[config.mk]
export PLATFORM = sky130hd
export DESIGN_NAME = msg_serializer
export DESIGN_NICKNAME = d
export VERILOG_FILES = /design/src/rtl/msg_serializer_pkg.sv /design/src/rtl/msg_serializer.sv
export SDC_FILE = /design/constraint.sdc
export NUM_CORES = 1
export LEC_CHECK = 0
export ABC_AREA = 1
export BUFFER_PORTS_ARGS = -buffer_cell sky130_fd_sc_hd__buf_2
export CAP_MARGIN = 20
export CORE_UTILIZATION = 55
export DETAILED_ROUTE_END_ITERATION = 6
export PLACE_DENSITY_LB_ADDON = 0.05
export SYNTH_ARGS = -nofsm -noshare
export SYNTH_HDL_FRONTEND = slang
export SYNTH_SLANG_ARGS = --single-unit
[constraint.sdc]
create_clock -name clk -period 7.05 [get_ports clk]
set_input_delay 0.705 -clock clk [delete_from_list [all_inputs] [get_ports clk]]
set_output_delay 0.705 -clock clk [all_outputs]
set_load 0.05 [all_outputs]
[src/rtl/msg_serializer_pkg.sv]
// msg_serializer_pkg: state encodings and message-width helpers for msg_serializer
package msg_serializer_pkg;
    typedef enum logic [2:0] {
        S_IDLE     = 3'd0,
        S_SEND     = 3'd1,
        S_WAIT_ACK = 3'd2,
        S_WAIT_TX  = 3'd3,
        S_DONE     = 3'd4
    } state_t;
    localparam int N_DEF = 8;
    localparam int NUM_BYTES_DEF = 16;
    localparam int MSG_W = N_DEF * NUM_BYTES_DEF;
    function automatic int msg_w(input int n, input int nb);
        return n * nb;
    endfunction
endpackage

[src/rtl/msg_serializer.sv]
// msg_serializer: feeds a snapshotted message to a UART TX one character at a time
module msg_serializer
    import msg_serializer_pkg::*;
#(
    parameter int N = N_DEF,
    parameter int NUM_BYTES = NUM_BYTES_DEF,
    parameter bit STOP_ON_NUL = 1'b0
) (
    input  logic                           clk,
    input  logic                           reset,
    input  logic                           start,
    input  logic [N*NUM_BYTES-1:0]         data,
    input  logic                           tx_busy,
    output logic                           tx_enable,
    output logic [N-1:0]                   tx_data,
    output logic                           busy,
    output logic                           done,
    output logic [$clog2(NUM_BYTES+1)-1:0] sent_count,
    output logic [2:0]                     state
);
    localparam int W = msg_w(N, NUM_BYTES);
    localparam int IDX_W = $clog2(NUM_BYTES);
    localparam int CNT_W = $clog2(NUM_BYTES + 1);
    localparam logic [IDX_W-1:0] LAST_IDX = IDX_W'(NUM_BYTES - 1);

    state_t           r_state, w_next;
    logic [W-1:0]     r_shift;
    logic [IDX_W-1:0] r_idx;
    logic [CNT_W-1:0] r_cnt;
    logic [N-1:0]     w_char;
    logic             w_nul, w_last, w_tx_done;

    // the character on offer is always the top of the shift register
    assign w_char    = r_shift[W-1 -: N];
    assign w_nul     = STOP_ON_NUL && (w_char == '0);
    assign w_last    = r_idx == LAST_IDX;
    assign w_tx_done = (r_state == S_WAIT_TX) && !tx_busy;

    always_ff @(posedge clk or posedge reset) begin
        if (reset) r_state <= S_IDLE;
        else r_state <= w_next;
    end

    always_comb begin
        w_next = S_IDLE;
        case (r_state)
            S_IDLE:     w_next = start ? S_SEND : S_IDLE;
            S_SEND:     w_next = w_nul ? S_DONE : S_WAIT_ACK;
            S_WAIT_ACK: w_next = tx_busy ? S_WAIT_TX : S_WAIT_ACK;
            S_WAIT_TX:  w_next = tx_busy ? S_WAIT_TX : (w_last ? S_DONE : S_SEND);
            default:    w_next = S_IDLE;
        endcase
    end

    always_comb begin
        tx_enable = (r_state == S_SEND) && !w_nul;
        tx_data   = (r_state == S_IDLE) ? '0 : w_char;
        busy      = r_state != S_IDLE;
        done      = r_state == S_DONE;
    end

    assign sent_count = r_cnt;
    assign state      = r_state;

    // index stops at the last character; DONE follows instead of a wrap
    always_ff @(posedge clk or posedge reset) begin
        if (reset) begin
            r_shift <= '0;
            r_idx   <= '0;
            r_cnt   <= '0;
        end else if (r_state == S_IDLE && start) begin
            r_shift <= data;
            r_idx   <= '0;
            r_cnt   <= '0;
        end else if (w_tx_done) begin
            r_cnt <= r_cnt + 1'b1;
            if (!w_last) begin
                r_idx   <= r_idx + 1'b1;
                r_shift <= r_shift << N;
            end
        end
    end
endmodule

==> impl_metrics.py <==
metrics = {
    "timing": {
        "finalSetupViolCount": 0,
        "timing.setup.tns_ns": 0,
        "rsz0062_at_grt": "false",
        "max_freq_ghz": 0.295,
        "fin_worst_skew_ns": 0.00735,
        "fin_crit_sh_pct": 48.0,
        "final_max_slew_viol_count": 0,
        "slew_headroom_pct": 30.3,
        "finalHoldWorstSlack_ns": 0.377,
        "layout_min_cycle_time_ns": 3.39,
        "final-hold-violation-count": 0,
        "tightest_slew_ns": 1.05,
    },
    "synth": {
        "yosys_warnings": 0,
        "ys.flop_type": "dfrtp_1",
        "synth_area_sq_um": 7600,
        "syn_inst": 1064,
        "synth_nets": 1198,
        "synth_cell_types": 19,
        "syn_avg_cell_area_sq_um": 7.14,
        "seq_area_frac_synth_pct": 46.1,
        "ys_async_sr_fraction_pct": 100,
        "synth_edf_count": 0,
        "yosys_register_bits": 140,
    },
    "placement": {
        "portBuffers": 150,
        "place_congestion": 0.774,
        "hpwl_um": 11200,
    },
    "routing": {
        "drc": 0,
        "wirelength_um": 18900,
        "routedWlPerCell_um": 14.1,
        "vias_per_cell": 5.52,
        "drt_iter0_markers": 647,
        "ant_nets": 0,
        "drt_pass1_iterations": 7,
        "num_vias": 7380,
    },
    "floorplanning": {
        "initial_core_util_pct": 56.9,
        "die_area_sq_um": 14300,
        "core_sq_um": 13300,
        "die_y_um": 120,
        "std_cell_rows": 42,
        "die_w_um": 120,
        "ioPinCount": 151,
    },
    "critical_path": {
        "required_ns": 7.40,
        "worstSetupPathType": "reg -> reg",
        "startpoint_type": "flip-flop",
        "critPathArrivalTime_ns": 3.73,
        "cp_max_fo": 80,
        "end_kind": "flip-flop",
    },
    "clocking": {
        "clock_sinks": 140,
        "ctsResizeCount": 0,
        "cts_root_buf": "clkbuf_16",
        "clk_pin_slew_worst_paths_ns": 0.06,
        "post_cts_buffers": 0,
        "cts.hold.buffers_added": 0,
        "clockBufferDepth": 2,
        "insertion_delay_ns": 0.42,
        "h-tree-depth": 4,
        "numCtsBuffers": 17,
        "cts_tree": "built",
    },
    "run": {
        "drv_cap": 0,
    },
    "layout": {
        "nets": 1281,
        "final_common_cell": "nand2_1",
        "num_antenna_cells": 0,
        "mostFrequentLayoutCells": "515 x nand2_1, 149 x buf_2, 146 x nand3_1",
        "post-route-util_pct": 66.0,
        "drive_gt1_share_pct": 17.2,
        "area_delta_synth_final_pct": 15.9,
        "fillCellCount": 1232,
    },
    "min_path": {
        "holdCritPathClass": "in -> async",
    },
    "outcome": {
        "run_status": "complete, no violations",
    },
    "grt": {
        "grt_max_degree": 108,
        "overflow": 0,
        "grt_pass1_vias": 6560,
        "grt_pass1_wl_um": 31800,
        "antenna_found_initial": 0,
        "grt_use_total_pct": 27.8,
    },
    "power_and_ir_drop": {
        "p_per_area_nw_per_um2": 392,
        "leakagePower_nw": 5.10,
        "vdd_drop_max_v": 0.000277,
    },
}
-- cells by family after synthesis --
kind of cell,Yosys count,synth area share (%)
AO/OA/AOI/OAI,4,0.296
XOR/XNOR,2,0.231
adder cells (fa/ha/maj),2,0.329
buffers and inverters,113,6.54
flip-flops,140,46.1
AND/OR/NAND/NOR,803,46.5
-- where the power goes --
part           internal (mW)  total, mW  switching [mW]  leakage, nW
combinational          0.407       1.31           0.907         2.94
sequential              1.11       1.30           0.189         1.87
clock                  0.518      0.840           0.322        0.283
total                   2.04       3.46            1.42         5.10
-- cells in the mapped netlist (3+ instances only) --
cell	number	area, sq um
nand2_1	516	1940
nand3_1	147	736
dfrtp_1	140	3500
nand4_1	124	776
buf_2	52	260
clkbuf_1	32	120
inv_1	15	56.3
buf_1	9	33.8
nor2_1	9	33.8
inv_2	3	11.3
nor2_2	3	18.8
-- worst paths after layout --
path | from | slack (ns) | cells past startpoint | to
max | state[2] | 3.66 | 6 | r_shift[93]
min | reset | 0.38 | 2 | r_shift[57]
max reg2reg | state[2] | 3.66 | 6 | r_shift[93]
min reg2reg | r_shift[5] | 0.50 | 2 | r_shift[5]
max in group asynchronous | reset | 5.28 | 3 | r_shift[106]
min in group clk | data[0] | 0.48 | 3 | r_shift[0]
-- final cells by class --
class                      count  area [sq um]  share of cell area [%]
multi-input combinational    811          3630                    41.2
tap                          176           220                    2.50
timing repair buffer         159           821                    9.32
inverter                      18          75.1                   0.853
sequential                   140          3500                    39.8
clock buffer                  24           492                    5.58
clock inverter                 8          65.1                   0.739
-- registers in the layout (all words and copies together), names as in the netlist --
register    flops
sent_count      5
r_shift       128
state           3
r_idx           4
-- per-layer routing --
metal	vias to the layer above	part of all wire, %	GRT usage [%]
met5	-	0	0
met2	214	47	43.0
met4	0	1.3	8.36
met1	3460	47	39.8
li1	3684	-	-
met3	22	5.4	5.09
-- critical path: stages, from the launching register on --
cell and delay, ns:
dfrtp_1 0.47, inv_4 0.47, nand3_4 0.69, nand2_4 0.65
buf_4 0.75, nand2_1 0.14, nand2_1 0.11
-- stage by stage --
step	total power, mW	worst slack, ns	instances	cell area (sq um)
2_1_floorplan	2.34	2.59	1064	7600
3_3_place_gp	2.60	3.53	1304	8250
3_5_place_dp	2.62	3.51	1304	8250
4_1_cts	3.48	3.67	1336	8800
5_1_grt	3.72	3.36	1336	8800
6_report	3.46	3.66	1336	8800
(Power assumes the default switching activity.)
